$ cat config.mk
export PLATFORM = sky130hd
export DESIGN_NAME = cla_multibyte_sequencer
export DESIGN_NICKNAME = d
export VERILOG_FILES = /design/src/rtl/cla_multibyte_sequencer.sv
export SDC_FILE = /design/constraint.sdc
export NUM_CORES = 1
export LEC_CHECK = 0
export BUFFER_PORTS_ARGS = -buffer_cell sky130_fd_sc_hd__buf_4
export CAP_MARGIN = 20
export CORE_UTILIZATION = 45
export CTS_BUF_LIST = sky130_fd_sc_hd__clkbuf_8 sky130_fd_sc_hd__clkbuf_16
export DETAILED_ROUTE_END_ITERATION = 12
export HOLD_SLACK_MARGIN = 0.02
export PLACE_DENSITY = 0.68
export SLEW_MARGIN = 20
export SYNTH_ARGS = -nofsm -noshare
export SYNTH_HDL_FRONTEND = slang
export SYNTH_HIERARCHICAL = 1
export SYNTH_SLANG_ARGS = --single-unit
$ cat constraint.sdc
create_clock -name clk -period 4.6 [get_ports clk]
set_input_delay 0.69 -clock clk [delete_from_list [all_inputs] [get_ports clk]]
set_output_delay 0.69 -clock clk [all_outputs]
set_load 0.02 [all_outputs]
$ cat src/rtl/cla_multibyte_sequencer.sv
// cla_multibyte_sequencer: streams NBYTES-wide operands byte-serially through one 8-bit CLA slice.
// Optional subtract support is enabled with the CLA_SEQ_SUB_EN macro.
`default_nettype none

module CarryLookAheadAdder (
   input  logic [7:0] a,
   input  logic [7:0] b,
   input  logic       cin,
   output logic [7:0] sum,
   output logic       cout
);
   logic [7:0] w_g;
   logic [7:0] w_p;
   logic [8:0] w_c;
   logic       w_run;
   logic       w_acc;

   assign w_g = a & b;
   assign w_p = a ^ b;

   // Each carry is the flat lookahead sum-of-products over all lower generate/propagate terms.
   always_comb begin
      w_c    = '0;
      w_run  = 1'b1;
      w_acc  = 1'b0;
      w_c[0] = cin;
      for (int i = 0; i < 8; i++) begin
         w_run = 1'b1;
         w_acc = 1'b0;
         for (int j = i; j >= 0; j--) begin
            w_acc = w_acc | (w_run & w_g[j]);
            w_run = w_run & w_p[j];
         end
         w_c[i+1] = w_acc | (w_run & cin);
      end
   end

   assign sum  = w_p ^ w_c[7:0];
   assign cout = w_c[8];
endmodule

module cla_multibyte_sequencer #(
   parameter int NBYTES = 4
) (
   input  logic                  clk,
   input  logic                  rst,
   input  logic                  in_valid,
   output logic                  in_ready,
   input  logic [8*NBYTES-1:0]   in_a,
   input  logic [8*NBYTES-1:0]   in_b,
   input  logic                  in_cin,
`ifdef CLA_SEQ_SUB_EN
   input  logic                  in_sub,
`endif
   output logic                  out_valid,
   input  logic                  out_ready,
   output logic [8*NBYTES-1:0]   out_sum,
   output logic                  out_cout,
   output logic                  out_ovf
);
   localparam int c_W  = 8 * NBYTES;
   localparam int c_CW = (NBYTES > 1) ? $clog2(NBYTES) : 1;
   localparam logic [c_CW-1:0] c_LAST = c_CW'(NBYTES - 1);

   typedef enum logic [1:0] {
      S_IDLE = 2'd0,
      S_ADD  = 2'd1,
      S_DONE = 2'd2
   } state_t;

   state_t          r_state;
   state_t          w_next;
   logic [c_W-1:0]  r_a;
   logic [c_W-1:0]  r_b;
   logic [c_W-1:0]  r_sum;
   logic            r_carry;
   logic [c_CW-1:0] r_cnt;
   logic            r_cout;
   logic            r_ovf;

   logic [c_W-1:0]  w_b_lat;
   logic            w_cin_lat;
   logic [7:0]      w_sum8;
   logic            w_cout8;
   logic            w_last;
   logic [c_W+7:0]  w_shift;

`ifdef CLA_SEQ_SUB_EN
   assign w_b_lat   = in_sub ? ~in_b : in_b;
   assign w_cin_lat = in_sub ? 1'b1  : in_cin;
`else
   assign w_b_lat   = in_b;
   assign w_cin_lat = in_cin;
`endif

   CarryLookAheadAdder u_cla (
      .a    (r_a[7:0]),
      .b    (r_b[7:0]),
      .cin  (r_carry),
      .sum  (w_sum8),
      .cout (w_cout8)
   );

   assign w_last  = (r_cnt == c_LAST);
   // New byte enters at the top so byte k ends up at out_sum[8k+7:8k] after NBYTES shifts.
   assign w_shift = {w_sum8, r_sum};

   always_comb begin
      w_next = r_state;
      case (r_state)
         S_IDLE:  if (in_valid)  w_next = S_ADD;
         S_ADD:   if (w_last)    w_next = S_DONE;
         S_DONE:  if (out_ready) w_next = S_IDLE;
         default:                w_next = S_IDLE;
      endcase
   end

   always_ff @(posedge clk) begin
      if (rst) begin
         r_state <= S_IDLE;
         r_a     <= '0;
         r_b     <= '0;
         r_sum   <= '0;
         r_carry <= 1'b0;
         r_cnt   <= '0;
         r_cout  <= 1'b0;
         r_ovf   <= 1'b0;
      end else begin
         r_state <= w_next;
         case (r_state)
            S_IDLE: begin
               if (in_valid) begin
                  r_a     <= in_a;
                  r_b     <= w_b_lat;
                  r_carry <= w_cin_lat;
                  r_cnt   <= '0;
               end
            end
            S_ADD: begin
               r_a     <= r_a >> 8;
               r_b     <= r_b >> 8;
               r_sum   <= w_shift[c_W+7:8];
               r_carry <= w_cout8;
               r_cnt   <= r_cnt + c_CW'(1);
               if (w_last) begin
                  r_cout <= w_cout8;
                  r_ovf  <= (r_a[7] ~^ r_b[7]) & (w_sum8[7] ^ r_a[7]);
               end
            end
            default: ;
         endcase
      end
   end

   assign in_ready  = (r_state == S_IDLE) & ~rst;
   assign out_valid = (r_state == S_DONE);
   assign out_sum   = r_sum;
   assign out_cout  = r_cout;
   assign out_ovf   = r_ovf;
endmodule

`default_nettype wire
* Word-level counts from Yosys, hierarchy flattened
Cells that the tools add are included.
** Storage, ports and cells
- Bits in registers :: 103
- Output and inout port bits :: 36
** Cells by class
- $add $sub $neg :: 1
- Equality and inequality tests :: 6
- Mux-type cells :: 12
- Bitwise gates (word level) :: 108
- Reduce and logical (&&, ||, !) cells :: 5
** Operators by type and width (count)
- $pmux 32 s2 :: 2
- $and 1x1->1 :: 66
- $mux 32 :: 2
- $or 1x1->1 :: 36
- $xor 8x8->8 :: 2
- $and 8x8->8 :: 1
- $mux 2 :: 4
- $pmux 2 s3 :: 1
- $eq 2x2->1 const B :: 2
- $ne 2x2->1 const B :: 2
- $pmux 2 s2 :: 1
- $reduce_and 2->1 :: 2
- $reduce_and 3->1 :: 1
- $add 2x1->2 const B :: 1
- $eq 2x1->1 const B :: 1
- $logic_not 2->1 :: 1
- $ne 2x1->1 const B :: 1
- $pmux 1 s2 :: 1
- $reduce_bool 2->1 :: 1
- $mux 1 :: 1
- $not 1->1 :: 1
- $xnor 1x1->1 :: 1
- $xor 1x1->1 :: 1

* Longest topological paths before layout
Gate-level depths: netlist of the first run.
- Word-level depth :: 12
- Gate-level depth with buffers :: 8

* By module
Netlist of the first run, hierarchy kept.
** By module, submodules not included
- cla_multibyte_sequencer :: times used 1, cells each 548, area each 4478.0 µm², seq. area each 2062.0 µm²
- CarryLookAheadAdder :: times used 1, cells each 41, area each 332.8 µm², seq. area each 0.0 µm²

* Least setup slack after synthesis of the first run
Ideal clock, no wire load.
- Kind :: input to output
- From :: in rst
- To :: out in_ready
- Arrival :: 1.635 ns
- Setup slack :: 2.275 ns
- Stages on the path :: 4
- Path buffers :: 3
- Cells stage by stage :: clkbuf_1 -> buf_2 -> buf_1 -> nor3_1
** On the way
- Cells in the longest elaborated chain, start to end :: 2
** Ends and longest elaborated chain
- from (decl) :: RTL line 46 : input logic rst,
- $not 1->1 :: RTL line 155 : assign in_ready = (r_state == S_IDLE) & ~rst;
- $and 1x1->1 :: RTL line 155
- to (decl) :: RTL line 48 : output logic in_ready,
Every way passes these cells.

* Worst setup path after layout of the first run
- From :: reg r_state[0]
- To :: out out_valid
** On the way
- Cells in the longest elaborated chain, start to end :: 1
** Ends and longest elaborated chain
- from (decl) :: RTL line 71 : state_t r_state;
- from (signal assigned) :: RTL line 129 : r_state <= w_next;
- $eq 2x2->1 :: RTL line 156 : assign out_valid = (r_state == S_DONE);
- to (decl) :: RTL line 55 : output logic out_valid,
Every way passes these cells.

==> metrics, run 1 <==
Initial Util 0.4660; LEAKAGE 0.002399 µW; initial DRC count about 200; clock skew around 13 ps; Gate power share 0.177; clk slew on worst S/H paths 110 ps; status finished clean; Vias 4,093; register area share after synthesis 0.4286; critical path class register to primary output; Worst IR Drop VDD roughly 190 µV; pre-CTS setup slack around 2100 ps; core area just over 10,000 µm²; Rows 37; Finish-stage setup viols 0; CP cell instances buf_4 > nor2b_1 > buf_4; Worst Setup SP r_state[0]; fin. max-slew vios 0; fin cells approximately 800; number of CTS-inserted buffers 9; Total GRT Usage 0.1989; Cell Area, Synth between 4000 and 5000 µm²; Worst Tran Pin Value between 1000 and 1500 ps; Die W 105.4 µm; # DRC 0; max_slew headroom 0.3073; Main synth FF type dfxtp_1; First-pass DRT Iterations 6; hpwl dp between 7000 and 8000 µm; CP endpoint kind primary output; port bufs between 100 and 150; Pint 1317 µW; layout overhead on the synthesized area 19.40%; Area contributors post-synth dfxtp_1 (43%), or3b_1 (8.9%), a21oi_1 (8.8%), nand2b_1 (6.6%), nor2_1 (5.6%); DR vias/cell between 5 and 6; Switching Share 0.2892; Synth top area share 0.4286; height of the die 105.4 µm; Async SR Flop Fraction 0; CTS Hold Bufs 0; I/O pin cnt between 100 and 150; Max-Cap Viols 0; antenna-violating nets left 0; Yosys warnings 6; Crit-path slowest cell dfxtp_2; EDFF count, synth 0; grt ovf 0; Max FO, Critical Path roughly 70; DR WL/cell roughly 13 µm; clock power share 0.289; RSZ-0062 raised after global routing no; # fillers 1,011; worst skew pair latency 370 ps; CTS tree built; final setup TNS 0 ps; count leader, synth dfxtp_1; Final nets 738; P_sw 536.1 µW; CTS max path bufs 2; syn avg cell area roughly 8 µm²; routability cong. 0.7722; first-pass GRT wire length 17,940 µm; CP Data Arrival Time about 2100 ps; H-tree level count 3; worst setup margin approximately 1800 ps; hold_sp out_sum[2]; clock sinks roughly 100; die area around 11,000 µm²; # Post-CTS Setup Buffers 0; worst r2r src r_a[0]; Synth top cells by count dfxtp_1 (103), a21oi_1 (85), nor2_1 (72); share of cells above drive strength 1 0.2021; Antenna diodes 0; Sequential Power Share 0.534; pwr dens 322.7 nW/µm²; CP startpoint kind register; post_cts resized 0; most used cell along the critical path buf_4; Tcrit/Tclk final 0.6035; Yosys reg bits between 100 and 150; Synth cell types 38; initial antenna violation count 0; synthesized netlist cell count between 500 and 600; Final Hold Viols 0; fin crit period between 2000 and 3000 ps; Finished Core Util 0.5564; Hold Crit Class register to register; placed cell count between 700 and 800; final WL ~11,000 µm; clk root buf clkbuf_8; f_max around 360 MHz; Yosys top cell by area dfxtp_1; crit-path max cell delay slightly below 800 ps; CP required 3910 ps; pin count of the biggest net entering global routing ~70; vias in the first global route around 3.9k; Syn Nets approximately 670
## layer usage
layer  GRT usage  routed length, µm  share of wire
met1      0.2518               4844           0.45
met2      0.3412               5232           0.49
met3     0.04638                499          0.047
met4     0.04728                129          0.012
met5           0                  0              0
## metrics by stage
step | cell area, µm² | power [µW] | hold slack [ps]
3_3_place_gp | 5549 | 1328 | 442.6
2_1_floorplan | 4811 | 1237 | 463.5
4_1_cts | 5742 | 1872 | 467.6
3_5_place_dp | 5554 | 1339 | 451.8
5_1_grt | 5744 | 1959 | 481.8
6_report | 5744 | 1854 | 464.3
## critical path: cells and delay by family, from the launching register on
family,cells,cell delay (ps)
flops,1,770
buf+inv,2,800
simple gates,1,130
## worst paths after layout
| path | end | slack (ps) | cells past startpoint |
|---|---|---|---|
| worst max-delay path | out_valid | 1820 | 3 |
| worst max register to register | out_ovf | 2230 | 8 |
| worst min-delay path | out_sum[2] | 460 | 2 |
| worst min register to register | out_sum[2] | 460 | 2 |
## final cells by class
cell class | instances | area (µm²) | area share
Inverter | 5 | 18.77 | 0.003267
Clock buffer | 9 | 123.9 | 0.02156
Multi-Input combinational cell | 432 | 2500 | 0.4352
Tap cell | 136 | 170.2 | 0.02962
Clock inverter | 7 | 63.81 | 0.01111
Sequential cell | 103 | 2064 | 0.3594
Timing Repair Buffer | 107 | 803.3 | 0.1398
## placed cells by master (no fill, tap or decap), types with 4 or more instances in the layout
master | netlist | layout
buf_4 | 4 | 107
dfxtp_1 | 103 | 101
a21oi_1 | 85 | 85
nor2_1 | 72 | 72
nand2_1 | 65 | 65
nor3_1 | 53 | 53
nand2b_1 | 51 | 50
or3b_1 | 49 | 49
a22oi_1 | 16 | 16
ha_1 | 10 | 10
clkbuf_8 | 0 | 9
inv_1 | 5 | 5
xnor2_1 | 4 | 4
## power groups by stage
stage / Sequential [µW] / Combinational (µW) / Clock, µW
global placement: 1010 / 319 / 0
floorplan: 1010 / 231 / 0
finish: 990 / 328 / 536
global route: 1000 / 368 / 591
detailed placement: 1010 / 328 / 0
CTS: 990 / 330 / 552
## cells by family (layout without fill, tap and decap cells)
| group | after synthesis | in the layout | share of synthesized area |
|---|---|---|---|
| AO/OA/AOI/OAI | 113 | 113 | 0.1381 |
| XOR/XNOR | 6 | 6 | 0.01092 |
| adder cells (fa/ha/maj) | 11 | 11 | 0.03017 |
| buffers and inverters | 54 | 128 | 0.05384 |
| flip-flops | 103 | 103 | 0.4286 |
| multiplexers | 2 | 2 | 0.004161 |
| AND/OR/NAND/NOR | 300 | 300 | 0.3342 |
## flip-flops by register name (all words and copies together), names as in the netlist
signal and count:
out_ovf 1, r_b 32, out_sum 32, r_cnt 2, out_cout 1, r_a 32
r_state 2, r_carry 1
Note: power is estimated with default switching activity, not from simulation.
==> inputs of run 2 (changes only) <==
- PLACE_DENSITY: 0.68 -> 0.71
- clock period: 4.6 -> 2.5 ns (I/O delays scaled with it)
==> run 2 against run 1 <==
  * Register-to-register slack got worse by 2000 ps
  * Sequential share of layout area down 0.36 points
  * Worst setup slack worse by 1600 ps
  * Routed wire length shrank 0.16%
  * Sequential power increased by 84%
  * Die area is the same
  * Utilization increased by 0.63 points
  * Hold slack worse by 230 ps
  * Clock power is 92% higher
==> metrics, run 2 (synthesis results as in run 1) <==
status finished clean; commonest non-fill, non-tap cell in the layout buf_4; Total GRT Usage 0.1990 (about the same); WHS 232.5 ps (-231.8 ps); worst r2r path cells 8 (unchanged); # DRC 0 (unchanged); worst r2r src r_a[0]; DR vias/cell 5.190 (+1.3%); worst skew pair latency 360 ps (about the same); CTS max path bufs 2 (unchanged); die area 11,110 µm² (unchanged); First-pass DRT Iterations 5 (-1); max_slew headroom 0.5484 (+0.2411); commonest non-fill, non-tap cells in the layout buf_4 (112), dfxtp_1 (101), a21oi_1 (85), nor2_1 (72), nand2_1 (65); LEAKAGE 0.002433 µW (+1.4%); # fillers 948 (-6.2%); Buffers & Inverters on Critical Path 0 (-2); Max FO, Critical Path 3 (-96%); placed cell count 789 (+0.77%); pwr dens 596.7 nW/µm² (+85%); fin cells 805 (+0.75%); most used cell along the critical path nor3_1; Vias 4,178 (+2.1%); Hold Crit Class input port to register; layout overhead on the synthesized area 20.75%; antenna-violating nets left 0 (unchanged); initial DRC count 224 (+15%); Total Power 3466 µW (+87%); Worst Tran Pin Value 676.7 ps (-362.4 ps); initial antenna violation count 0 (unchanged); CTS Hold Bufs 0 (unchanged); final WL 10,690 µm (-0.16%); fin crit period around 2200 ps; # Post-CTS Setup Buffers 0 (unchanged); Antenna diodes 0 (unchanged); first-pass GRT wire length 18,130 µm (+1.1%); delay-heaviest family, CP compound AO/OA/AOI/OAI gates; CP Data Arrival Time 2480 ps (+390 ps); Tcrit/Tclk final 0.8981; Final Hold Viols 0 (unchanged); hold_sp in_a[28]; vias in the first global route 4,029 (+4.2%); crit-path max cell delay 410 ps (-360 ps); Finish-stage setup viols 0 (unchanged); hold path cells 3 (+1); hpwl dp 7413 µm (+1.5%); clock skew 8.313 ps (-4.767 ps); r2r endpoint out_ovf; Worst IR Drop VDD 329.1 µV (+72%); number of CTS-inserted buffers 9 (unchanged); CP required 2740 ps (-1170 ps); Initial Util 0.4660 (unchanged); RSZ-0062 raised after global routing no; pin count of the biggest net entering global routing 59 (-14%); Crit-path slowest cell a221o_1; clk root buf clkbuf_8; CTS tree built; core area 10,320 µm² (unchanged); CP cell instances ha_1 > a21oi_2 > o2111ai_2 > a221o_1 > xor2_1 > and3b_1 > nor3_1 > nor3_1; Max-Cap Viols 0 (unchanged); R2R Setup Slk 250 ps (-1980 ps); clk slew on worst S/H paths 100 ps (about the same); port bufs 104 (unchanged); height of the die 105.4 µm (unchanged); f_max ~450 MHz; fin. max-slew vios 0 (unchanged); Die W 105.4 µm (unchanged); post_cts resized 0 (unchanged); Rows 37 (unchanged); Finished Core Util 0.5627 (+0.006303); clock sinks 103 (unchanged); final setup TNS 0 ps (unchanged); grt ovf 0 (unchanged); hold path endpoint r_a[28]; CP endpoint kind register; Final nets 744 (+0.81%); routability cong. 0.7550 (-2.2%); critical path class register to register; share of cells above drive strength 1 0.2078 (+0.005661); CP startpoint kind register; I/O pin cnt 105 (unchanged); DR WL/cell 13.28 µm (-0.90%); H-tree level count 3 (unchanged)
[run 2: power by group]
| part | switching, µW | total, µW | internal (µW) |
|---|---|---|---|
| combinational | 316 | 616 | 300 |
| sequential | 74.9 | 1820 | 1750 |
| clock | 575 | 1030 | 454 |
[run 2: worst min-delay path, cell delays in order]
cell	delay [ps]
buf_4	80
a22oi_2	40
nor2_1	70
[run 2: area by class of cell]
cell class / instances / area, µm² / share of cell area
multi-input cells: 432 / 2492 / 0.4290
flip-flops and latches: 103 / 2067 / 0.3558
repair buffers: 113 / 860.8 / 0.1482
well taps: 136 / 170.2 / 0.02929
clock buffers: 11 / 162.7 / 0.02800
clock inverters: 5 / 37.54 / 0.006461
inverters: 5 / 18.77 / 0.003231
[run 2: layer usage]
layer / global-route usage / vias up / wire length (µm) / share of wire
li1: - / 2141 / - / -
met1: 0.2457 / 1920 / 4892 / 0.46
met2: 0.3506 / 107 / 5136 / 0.48
met3: 0.03896 / 10 / 554 / 0.052
met4: 0.05533 / 0 / 105 / 0.0098
met5: 0 / - / 0 / 0
[run 2: worst max-delay path by stage]
stage / from / endpoint / slack (ps) / cells after the start
floorplan: r_a[0] / out_ovf / 540 / 8
global placement: r_a[0] / out_ovf / 420 / 8
detailed placement: r_a[0] / out_ovf / 290 / 8
CTS: r_a[0] / out_ovf / 270 / 8
global route: r_a[0] / out_ovf / 150 / 8
finish: r_a[0] / out_ovf / 250 / 8
[run 2: metrics by stage]
step	setup WS (ps)	cell area (µm²)
after CTS	268.3	5809
after global routing	146.7	5809
final	254.7	5809
after detailed placement	293.8	5609
after floorplan	544.1	4811
after global placement	415.0	5609
==> inputs of run 3 (changes only) <==
- CORE_ASPECT_RATIO: default -> 0.5
- SETUP_SLACK_MARGIN: default -> 0.5
==> run 3 against run 2 <==
  * Routed wire length up 4.8%
  * Highest routed layer unchanged
  * Critical path type unchanged
  * Global-route usage increased by 1.0 points
  * Critical endpoint unchanged
  * First-iteration DRC count is 8.0% higher
==> metrics, run 3 (synthesis results as in run 1) <==
# DRC 0 (unchanged); CP endpoint kind register; hpwl dp 7503 µm (+1.2%); crit-path max cell delay 400 ps (about the same); Worst IR Drop VDD 346.1 µV (+5.2%); Final nets 750 (+0.81%); commonest non-fill, non-tap cell in the layout buf_4; pin count of the biggest net entering global routing 53 (-10%); worst skew pair latency 340 ps (-20 ps); Hold Crit Class input port to register; antenna-violating nets left 0 (unchanged); LEAKAGE 0.002508 µW (+3.1%); H-tree level count 3 (unchanged); # fillers 955 (+0.74%); first-pass GRT wire length 18,270 µm (+0.76%); Worst Tran Pin Value 700.2 ps (+23.47 ps); RSZ-0062 raised after global routing yes; share of cells above drive strength 1 0.2329 (+0.02516); CTS max path bufs 2 (unchanged); layout overhead on the synthesized area 25.80%; pre-CTS setup slack 333.8 ps (+40.08 ps); Final Hold Viols 0 (unchanged); clk root buf clkbuf_16; final WL 11,200 µm (+4.8%); CP cell instances ha_4 > a21oi_4 > o2111ai_2 > a221o_1 > xor2_2 > and3b_1 > nor3_2 > nor3_1; initial antenna violation count 0 (unchanged); vias in the first global route 3,787 (-6.0%); CP required 2710 ps (-30 ps); DR vias/cell 5.088 (-2.0%); Rows 26 (-30%); core area 10,310 µm² (-0.11%); clock skew 7.976 ps (-0.3371 ps); delay-heaviest family, CP compound AO/OA/AOI/OAI gates; Max FO, Critical Path 3 (unchanged); commonest non-fill, non-tap cells in the layout buf_4 (118), dfxtp_1 (98), a21oi_1 (84), nor2_1 (72), nand2_1 (65); DR WL/cell 13.76 µm (+3.7%); CP Data Arrival Time 2170 ps (-310 ps); clock sinks 103 (unchanged); Tcrit/Tclk final 0.7831 (-0.1150); Antenna diodes 0 (unchanged); fin crit period 1958 ps (-287.6 ps); clk slew on worst S/H paths 70 ps (-30 ps); Die W 148.2 µm (+41%); initial DRC count 242 (+8.0%); CTS tree built; final setup TNS 0 ps (unchanged); Finish-stage setup viols 0 (unchanged); Max-Cap Viols 0 (unchanged); port bufs 104 (unchanged); die area 11,130 µm² (+0.23%); height of the die 75.11 µm (-29%); multi-input combinational cell area 2584 µm² (+3.7%); First-pass DRT Iterations 5 (unchanged); Vias 4,142 (-0.86%); Buffers & Inverters on Critical Path 0 (unchanged); hold path cells 3 (unchanged); routability cong. 0.7560 (+0.13%); Total GRT Usage 0.2093 (+0.01029); fin. max-slew vios 0 (unchanged); I/O pin cnt 105 (unchanged); status finished clean; CTS Hold Bufs 0 (unchanged); Crit-path slowest cell a221o_1; CP startpoint kind register; worst setup margin 542.2 ps (+287.6 ps); number of CTS-inserted buffers 9 (unchanged); pwr dens 642.2 nW/µm² (+7.6%); Register Area 2071 µm² (+0.18%); max_slew headroom 0.5327 (-0.01567); Initial Util 0.4665 (+0.0005089); f_max 510.8 MHz (+15%); grt ovf 0 (unchanged); worst r2r path cells 8 (unchanged); critical path class register to register; CP Depth 8 (unchanged)
[run 3: cell type report]
cell class | count | area share
Multi-Input combinational cell | 432 | 0.4269
Inverter | 5 | 0.003101
Timing Repair Buffer | 119 | 0.1497
Clock buffer | 10 | 0.03949
Sequential cell | 103 | 0.3422
Tap cell | 140 | 0.02894
Clock inverter | 5 | 0.009717
[run 3: path summary, 6_finish.rpt]
kind                              endpoint  startpoint  slack [ps]
worst max-delay path               out_ovf      r_b[0]         540
worst min register to register  out_sum[3]  out_sum[3]         460
worst min-delay path               r_a[28]    in_a[28]         260
worst max register to register     out_ovf      r_b[0]         540
[run 3: power breakdown]
part	internal (µW)	total [µW]	switching, µW
Clock	798	1390	597
Sequential	1750	1830	78.4
Combinational	329	664	336
Total	2880	3890	1010
[run 3: per-layer routing]
metal  vias up  GRT usage  wire, µm
li1       2157          -         -
met1      1894     0.2846      5449
met2        85     0.3297      5135
met3         6    0.05818       554
met4         0    0.05613        63
met5         -          0         0
[run 3: what timing repair did]
item | in CTS | in global routing
resized for setup | 8 | 7
endpoints found under the hold margin | 0 | 0
buffers inserted | 2 | 2
pin swaps | 5 | 6
endpoints found under the setup margin | 2 | 2
[run 3: through the flow]
| stage | hold WS (ps) | util | power (µW) | area [µm²] | cells |
|---|---|---|---|---|---|
| finish | 264.2 | 0.5869 | 3886 | 6052 | 814 |
| detailed placement | 449.7 | 0.5456 | 2482 | 5627 | 795 |
| CTS | 254.9 | 0.5819 | 3903 | 6001 | 812 |
| floorplan | 463.5 | - | 2275 | 4811 | 589 |
| global route | 269.6 | 0.5869 | 4080 | 6052 | 814 |
| global placement | 443.3 | 0.5456 | 2469 | 5627 | 795 |
[run 3: tightest hold or removal path, stage by stage]
cell,delay (ps)
buf_4,80
a22oi_2,40
nor2_1,70
